[src/rtl/irq_clint_lite.sv]
// irq_clint_lite: interrupt source stage for excp_irq.
// Ext pin sync, msip, 64-bit mtime/mtimecmp, register bus.
module irq_clint_lite #(
    parameter int unsigned SYNC_STAGES   = 2,
    parameter int unsigned TICK_DIV      = 1,
    parameter bit          DBG_STOP_TIME = 1'b1
) (
    input  logic        clk,
    input  logic        rst_n,
    input  logic        dbg_mode,
    input  logic        ext_irq_i,
    input  logic        cmd_vld,
    output logic        cmd_rdy,
    input  logic        cmd_we,
    input  logic [15:0] cmd_addr,
    input  logic [31:0] cmd_wdata,
    output logic        rsp_vld,
    input  logic        rsp_rdy,
    output logic [31:0] rsp_rdata,
    output logic        rsp_err,
    output logic        ext_irq_r,
    output logic        sft_irq_r,
    output logic        tmr_irq_r
);

    localparam int unsigned   PW   = (TICK_DIV > 1) ? $clog2(TICK_DIV) : 1;
    localparam logic [PW-1:0] PMAX = PW'(TICK_DIV - 1);

    localparam logic [15:0] A_MSIP   = 16'h0000;
    localparam logic [15:0] A_CMP_LO = 16'h4000;
    localparam logic [15:0] A_CMP_HI = 16'h4004;
    localparam logic [15:0] A_MT_LO  = 16'hBFF8;
    localparam logic [15:0] A_MT_HI  = 16'hBFFC;

    typedef enum logic {
        S_IDLE = 1'b0,
        S_RESP = 1'b1
    } state_e;

    state_e                 state_q, state_d;
    logic [SYNC_STAGES-1:0] sync_q;
    logic                   msip_q, msip_d;
    logic [63:0]            mtime_q, mtime_d;
    logic [63:0]            mtcmp_q, mtcmp_d;
    logic [PW-1:0]          presc_q, presc_d;
    logic                   tmr_q;
    logic [31:0]            rdata_q, rdata_d;
    logic                   err_q, err_d;

    logic        hs;
    logic        wr;
    logic        hit;
    logic        tick_en;
    logic        tick;
    logic        sel_msip;
    logic        sel_cmp_lo;
    logic        sel_cmp_hi;
    logic        sel_mt_lo;
    logic        sel_mt_hi;
    logic [31:0] rd_val;

    // Address decode; exact matches imply word alignment.
    assign sel_msip   = (cmd_addr == A_MSIP);
    assign sel_cmp_lo = (cmd_addr == A_CMP_LO);
    assign sel_cmp_hi = (cmd_addr == A_CMP_HI);
    assign sel_mt_lo  = (cmd_addr == A_MT_LO);
    assign sel_mt_hi  = (cmd_addr == A_MT_HI);
    assign hit = sel_msip | sel_cmp_lo | sel_cmp_hi
               | sel_mt_lo | sel_mt_hi;

    assign cmd_rdy = (state_q == S_IDLE) | rsp_rdy;
    assign rsp_vld = (state_q == S_RESP);
    assign hs      = cmd_vld & cmd_rdy;
    assign wr      = hs & cmd_we & hit;

    assign rsp_rdata = rdata_q;
    assign rsp_err   = err_q;
    assign ext_irq_r = sync_q[SYNC_STAGES-1];
    assign sft_irq_r = msip_q;
    assign tmr_irq_r = tmr_q;

    assign tick_en = ~(DBG_STOP_TIME & dbg_mode);

    // Read mux over pre-update register state.
    always_comb begin
        rd_val = '0;
        unique case (1'b1)
            sel_msip:   rd_val = {31'd0, msip_q};
            sel_cmp_lo: rd_val = mtcmp_q[31:0];
            sel_cmp_hi: rd_val = mtcmp_q[63:32];
            sel_mt_lo:  rd_val = mtime_q[31:0];
            sel_mt_hi:  rd_val = mtime_q[63:32];
            default:    rd_val = '0;
        endcase
    end

    // Bus FSM next state and response capture.
    always_comb begin
        state_d = state_q;
        rdata_d = rdata_q;
        err_d   = err_q;
        if (hs) begin
            state_d = S_RESP;
            err_d   = ~hit;
            rdata_d = (cmd_we | ~hit) ? 32'd0 : rd_val;
        end else if ((state_q == S_RESP) && rsp_rdy) begin
            state_d = S_IDLE;
        end
    end

    // Prescaler: one tick every TICK_DIV enabled cycles.
    always_comb begin
        presc_d = presc_q;
        tick    = 1'b0;
        if (tick_en) begin
            if (presc_q == PMAX) begin
                presc_d = '0;
                tick    = 1'b1;
            end else begin
                presc_d = presc_q + PW'(1);
            end
        end
    end

    // Register updates; a bus write beats the increment.
    always_comb begin
        mtime_d = tick ? (mtime_q + 64'd1) : mtime_q;
        mtcmp_d = mtcmp_q;
        msip_d  = msip_q;
        if (wr) begin
            if (sel_mt_lo)  mtime_d = {mtime_q[63:32], cmd_wdata};
            if (sel_mt_hi)  mtime_d = {cmd_wdata, mtime_q[31:0]};
            if (sel_cmp_lo) mtcmp_d = {mtcmp_q[63:32], cmd_wdata};
            if (sel_cmp_hi) mtcmp_d = {cmd_wdata, mtcmp_q[31:0]};
            if (sel_msip)   msip_d  = cmd_wdata[0];
        end
    end

    // Bus state and response registers.
    always_ff @(posedge clk or negedge rst_n) begin
        if (!rst_n) begin
            state_q <= S_IDLE;
            rdata_q <= '0;
            err_q   <= 1'b0;
        end else begin
            state_q <= state_d;
            rdata_q <= rdata_d;
            err_q   <= err_d;
        end
    end

    // Timer, msip and registered compare.
    always_ff @(posedge clk or negedge rst_n) begin
        if (!rst_n) begin
            mtime_q <= '0;
            mtcmp_q <= '1;
            presc_q <= '0;
            msip_q  <= 1'b0;
            tmr_q   <= 1'b0;
        end else begin
            mtime_q <= mtime_d;
            mtcmp_q <= mtcmp_d;
            presc_q <= presc_d;
            msip_q  <= msip_d;
            tmr_q   <= (mtime_q >= mtcmp_q);
        end
    end

    // External pin synchroniser.
    always_ff @(posedge clk or negedge rst_n) begin
        if (!rst_n) begin
            sync_q <= '0;
        end else begin
            sync_q <= {sync_q[SYNC_STAGES-2:0], ext_irq_i};
        end
    end

endmodule

[config.mk]
export PLATFORM = sky130hd
export DESIGN_NAME = irq_clint_lite
export DESIGN_NICKNAME = d
export VERILOG_FILES = /design/src/rtl/irq_clint_lite.sv
export SDC_FILE = /design/constraint.sdc
export NUM_CORES = 1
export LEC_CHECK = 0
export CAP_MARGIN = 40
export CORE_MARGIN = 10
export CORE_UTILIZATION = 40
export DETAILED_ROUTE_END_ITERATION = 10
export SKIP_CTS_REPAIR_TIMING = 1
export SLEW_MARGIN = 20
export SYNTH_ARGS = -nofsm -noshare
export SYNTH_HDL_FRONTEND = slang
export SYNTH_SLANG_ARGS = --single-unit
[constraint.sdc]
create_clock -name clk -period 4.3 [get_ports clk]
set_input_delay 0.86 -clock clk [delete_from_list [all_inputs] [get_ports clk]]
set_output_delay 0.86 -clock clk [all_outputs]
set_load 0.05 [all_outputs]
==> results of run 1 <==
[cell usage in the layout, fill, tap and decap left out, drive strengths merged, types with 36 or more instances in the layout]
cell	n
nand2	129
ha	65
dfrtp	102
a21oi	55
nand3	36
inv	82
clkdlybuf4s50	91
nor2	80
mux2	36
o21ai	98
dfstp	64
[cells in the mapped netlist, drive strengths merged (24+ instances only)]
master  instances  area share
o21ai          98       0.049
nor2           80       0.030
ha             65       0.081
a221oi         33       0.029
nor3           24       0.012
dfstp          64        0.17
mux2           36       0.040
dfrtp         102        0.25
a22o           33       0.029
a21oi          55       0.027
nand3          36       0.019
nand2         129       0.048
a211oi         26       0.019
clkbuf         52       0.019
nand4          26       0.016
inv            80       0.030
[cell type report]
class	count	area share
Multi-Input combinational cell	803	0.442
Sequential cell	166	0.353
Timing Repair Buffer	122	0.0971
Clock buffer	22	0.0387
Tap cell	324	0.0338
Inverter	80	0.0250
Clock inverter	10	0.0101
[how the worst min path moves through the flow]
stage	endpoint	slack (ns)	startpoint	cells past startpoint
floorplan	sync_q[1]	0.33	sync_q[0]	0
global placement	sync_q[1]	0.33	sync_q[0]	0
detailed placement	sync_q[1]	0.34	sync_q[0]	0
CTS	sync_q[1]	0.36	sync_q[0]	0
global route	sync_q[1]	0.38	sync_q[0]	0
finish	sync_q[1]	0.36	sync_q[0]	0
[per-stage QoR]
step	power, mW	utilization	worst slack, ns	hold WS, ns	area, sq um
floorplan	1.78	-	1.16	0.331	10000
global placement	1.93	0.464	0.576	0.335	11400
detailed placement	1.94	0.465	0.517	0.344	11400
CTS	3.51	0.489	0.949	0.360	12000
global route	3.61	0.489	0.680	0.379	12000
finish	3.48	0.489	0.872	0.356	12000
[registers in the layout, summed over array words and instances (netlist names)]
name	count
mtcmp_q	64
sft_irq_r	1
rsp_vld	1
sync_q	2
rsp_rdata	32
tmr_irq_r	1
rsp_err	1
mtime_q	64
[per-layer routing]
metal  share of wire  global-route usage  wire [um]
met1            0.46               0.277      14800
met2            0.47               0.334      15100
met3           0.056              0.0349       1800
met4          0.0092              0.0424        295
met5               0                   0          0
[kinds of logic (layout without fill, tap and decap cells)]
group	after synthesis	in the layout	synth area share
compound gates	321	321	0.216
xor+xnor	4	4	0.00349
fa+ha+maj	65	65	0.0810
buf+inv	137	234	0.0528
flops	166	166	0.422
mux	36	36	0.0404
simple gates	377	377	0.185
[worst max-delay path, delay by kind of cell]
| kind | cells | cell delay [ns] |
|---|---|---|
| AOI/OAI and AO/OA | 1 | 0.32 |
| and+or+nand+nor | 5 | 2.12 |
| buffers and inverters | 1 | 0.43 |
[report_power, final]
group	total [mW]	internal [mW]	switching, mW
clock	1.56	0.891	0.673
combinational	0.252	0.102	0.150
sequential	1.66	1.60	0.0613
total	3.48	2.59	0.885
==> results.py, run 1 <==
metrics = {
    "yosys": {
        "netlist_instances": 1106,
        "synthArstFlopShare": 1.00,
        "synth_nets": 1226,
        "synth_edf_count": 0,
        "synthFlopType": "dfrtp_1",
        "yosys_warnings": 0,
        "syn_area_sq_mm": 0.0100,
        "yosysUniqueCellTypes": 65,
        "avgSynthCellArea_sq_um": 9.08,
        "ys_ff_latch": 166,
        "seq_area_frac_synth": 0.422,
    },
    "setup_path": {
        "crit_path_frequent_cell": "nand2_1",
        "cp_max_fo": 10,
        "worstPathArrival_ns": 3.74,
        "criticalPathCategory": "in -> reg",
        "reg2reg_from": "mtime_q[8]",
        "crit_chain": "clkdlybuf4s50_1 -> or4b_1 -> nor4_1 -> and2_1 -> nand2_1 -> a32oi_1 -> nand2_1",
        "cp-start-kind": "primary input",
        "startpoint": "cmd_addr[14]",
        "cp-endpoint": "mtime_q[26]",
        "r2r-end": "mtime_q[60]",
        "critPathRequiredTime_ns": 4.61,
        "crit_path_top_delay_cell": "or4b_1",
        "cp_slowest_stage_delay_ns": 0.59,
        "r2r_slack_ns": 1.24,
        "cp-end-kind": "flip-flop",
        "rr_worst_depth": 6,
    },
    "layout": {
        "multi_input_area_sq_mm": 0.00530,
        "area_growth_pct": 19.4,
        "fin_nets": 1310,
        "diodes": 0,
        "drive_above_1_share": 0.147,
        "ff_latch_area_sq_mm": 0.00423,
        "fillers": 2356,
        "finalNonFillerCells": 1527,
    },
    "floorplan": {
        "fp.dieW_um": 178,
        "die_area_sq_mm": 0.0318,
        "core_area_sq_mm": 0.0245,
        "io-pin-count": 93,
        "die_y_um": 178,
        "initial_utilization": 0.409,
        "rows": 57,
    },
    "global_routing": {
        "grt.total_usage": 0.204,
        "grt_remaining_overflow": 0,
        "grt_pass1_wl_um": 51400,
        "grt_pass1_vias": 8892,
        "grt_max_degree": 98,
        "antenna_found_initial": 0,
    },
    "sta": {
        "slew_headroom": 0.395,
        "setup_tns_ns": 0,
        "finalHoldViolCount": 0,
        "fmax_mhz": 292,
        "final_max_slew_viol_count": 0,
        "setup_viol": 0,
        "rsz0062_at_grt": "false",
        "fin_skew_ns": 0.0103,
        "worst_slew_pin_slew_ns": 0.885,
        "period_share": 0.797,
        "fin_crit_ns": 3.43,
    },
    "power_and_ir_drop": {
        "power.leakage_nw": 5.00,
        "peakVddDrop_mv": 0.207,
        "p_per_area_mw_per_mm2": 290,
    },
    "clock_tree": {
        "cts_tree": "built",
        "clock-sinks": 166,
        "cts_root_buf": "clkbuf_16",
        "clk_pin_slew_worst_paths_ns": 0.07,
        "clk_latency_ns": 0.44,
        "clockBufferDepth": 2,
        "htreeDepth": 4,
        "cts-buffers-inserted": 17,
    },
    "drt": {
        "drc": 0,
        "vias_per_cell": 5.98,
        "ant_nets": 0,
        "wire_per_inst_um": 20.9,
        "vias": 9124,
        "detail_route.first_pass.iterations": 6,
        "initialDrtViolationCount": 836,
        "wl_um": 32000,
    },
    "hold_path": {
        "hp-class": "reg -> reg",
    },
    "flow_run": {
        "maxCapViolations": 0,
    },
    "place": {
        "port_buffers": 92,
        "dp_cells": 1495,
        "detailed_place_hpwl_um": 22900,
        "gp_congestion": 0.934,
    },
    "outcome": {
        "outcome": "complete, no violations",
    },
}
No activity file was read; power rests on OpenSTA's default activity.
==> inputs of run 2 (changes only) <==
==> constraint.sdc (replaced) <==
create_clock -name clk -period 3.1 [get_ports clk]
set_input_delay 0.62 -clock clk [delete_from_list [all_inputs] [get_ports clk]]
set_output_delay 0.62 -clock clk [all_outputs]
set_load 0.05 [all_outputs]
==> results.py, run 2 (synthesis gave the netlist of run 1 again) <==
metrics = {
    "clock_tree": {
        "cts_root_buf": "clkbuf_16",
        "clock-sinks": 166,
        "clockBufferDepth": 2,
        "htreeDepth": 4,
        "cts-buffers-inserted": 17,
        "cts_tree": "built",
        "clk_latency_ns": 0.44,
        "clk_pin_slew_worst_paths_ns": 0.07,
    },
    "sta": {
        "slew_headroom": 0.569,
        "final_max_slew_viol_count": 0,
        "fmax_mhz": 342,
        "worst_slew_pin_slew_ns": 0.637,
        "period_share": 0.944,
        "rsz0062_at_grt": "false",
        "fin_skew_ns": 0.0143,
        "setup_viol": 0,
        "finalHoldViolCount": 0,
        "fin_crit_ns": 2.93,
    },
    "setup_path": {
        "worstPathArrival_ns": 3.26,
        "cp-start-kind": "flip-flop",
        "reg2reg_from": "mtcmp_q[62]",
        "startpoint": "mtcmp_q[62]",
        "criticalPathCategory": "reg -> reg",
        "critPathRequiredTime_ns": 3.43,
        "cp_max_fo": 3,
        "cp-end-kind": "flip-flop",
        "rr_worst_depth": 10,
    },
    "hold_path": {
        "hp-class": "in -> async",
    },
    "power_and_ir_drop": {
        "p_per_area_mw_per_mm2": 380,
        "power.leakage_nw": 5.45,
        "p_total_mw": 4.82,
        "peakVddDrop_mv": 0.312,
    },
    "floorplan": {
        "initial_utilization": 0.409,
        "rows": 57,
        "die_area_sq_mm": 0.0318,
        "core_area_sq_mm": 0.0245,
        "fp.dieW_um": 178,
        "die_y_um": 178,
        "io-pin-count": 93,
    },
    "drt": {
        "ant_nets": 0,
        "vias": 9470,
        "vias_per_cell": 5.88,
        "drc": 0,
        "wire_per_inst_um": 21.0,
        "initialDrtViolationCount": 780,
        "detail_route.first_pass.iterations": 5,
        "wl_um": 33800,
    },
    "place": {
        "gp_congestion": 0.934,
        "port_buffers": 92,
        "detailed_place_hpwl_um": 25300,
        "placed_area_sq_mm": 0.0121,
    },
    "global_routing": {
        "antenna_found_initial": 0,
        "grt.total_usage": 0.213,
        "grt_max_degree": 58,
        "grt_pass1_vias": 9512,
        "grt_pass1_wl_um": 53500,
        "grt_remaining_overflow": 0,
    },
    "layout": {
        "area_growth_pct": 26.1,
        "drive_above_1_share": 0.205,
        "multi_input_area_sq_mm": 0.00530,
        "fin_nets": 1393,
        "mostFrequentLayoutCell": "nand2_1",
        "fillers": 2336,
        "final_cell_mix": "nand2_1 (129), buf_4 (106), dfrtp_1 (102)",
        "ff_latch_area_sq_mm": 0.00423,
        "stdcell_area_sq_mm": 0.0127,
        "diodes": 0,
    },
    "outcome": {
        "outcome": "complete, no violations",
    },
    "flow_run": {
        "maxCapViolations": 0,
    },
}
==> run 2: critical path, cell delays in order (launching register included) <==
cell and delay, ns:
dfstp_2 0.54, inv_1 0.04, ha_1 0.31, nand4_1 0.24, nor4bb_1 0.65, o21ai_0 0.18
a21oi_1 0.32, buf_4 0.19, a2111oi_0 0.07, buf_1 0.15, o2111ai_1 0.14
==> run 2: final timing paths <==
kind                            endpoint  slack, ns
min in group clk               sync_q[1]       0.36
setup reg to reg               tmr_irq_r       0.17
hold reg to reg                sync_q[1]       0.36
setup / recovery               tmr_irq_r       0.17
hold / removal             rsp_rdata[27]       0.14
max in group asynchronous     mtcmp_q[0]       2.15
==> run 2: per-layer routing <==
layer  routed length, um  global-route usage
met1               15500               0.287
met5                   0                   0
met4                 575              0.0592
met3                1800              0.0370
met2               15900               0.345
==> run 2: area by class of cell <==
cell class | count | area share
Multi-Input combinational cell | 803 | 0.418
Tap cell | 324 | 0.0320
Sequential cell | 166 | 0.334
Inverter | 80 | 0.0237
Clock buffer | 18 | 0.0347
Timing Repair Buffer | 205 | 0.146
Clock inverter | 14 | 0.0110
==> run 2: metrics by stage <==
stage / setup WS [ns] / setup TNS [ns] / cells / hold WS (ns) / utilization
2_1_floorplan: 0.202 / 0 / 1106 / 0.324 / -
3_3_place_gp: -0.154 / -4.67 / 1577 / 0.335 / 0.493
3_5_place_dp: -0.260 / -7.13 / 1578 / 0.343 / 0.493
4_1_cts: 0.208 / 0 / 1610 / 0.180 / 0.516
5_1_grt: 0.0474 / 0 / 1610 / 0.176 / 0.516
6_report: 0.173 / 0 / 1610 / 0.144 / 0.516
==> run 2: power breakdown <==
group / total (mW) / switching, mW / leakage, nW / internal, mW
Combinational: 0.404 / 0.238 / 3.13 / 0.165
Sequential: 2.28 / 0.0671 / 2.04 / 2.22
Clock: 2.13 / 0.982 / 0.277 / 1.15
Total: 4.82 / 1.29 / 5.45 / 3.53
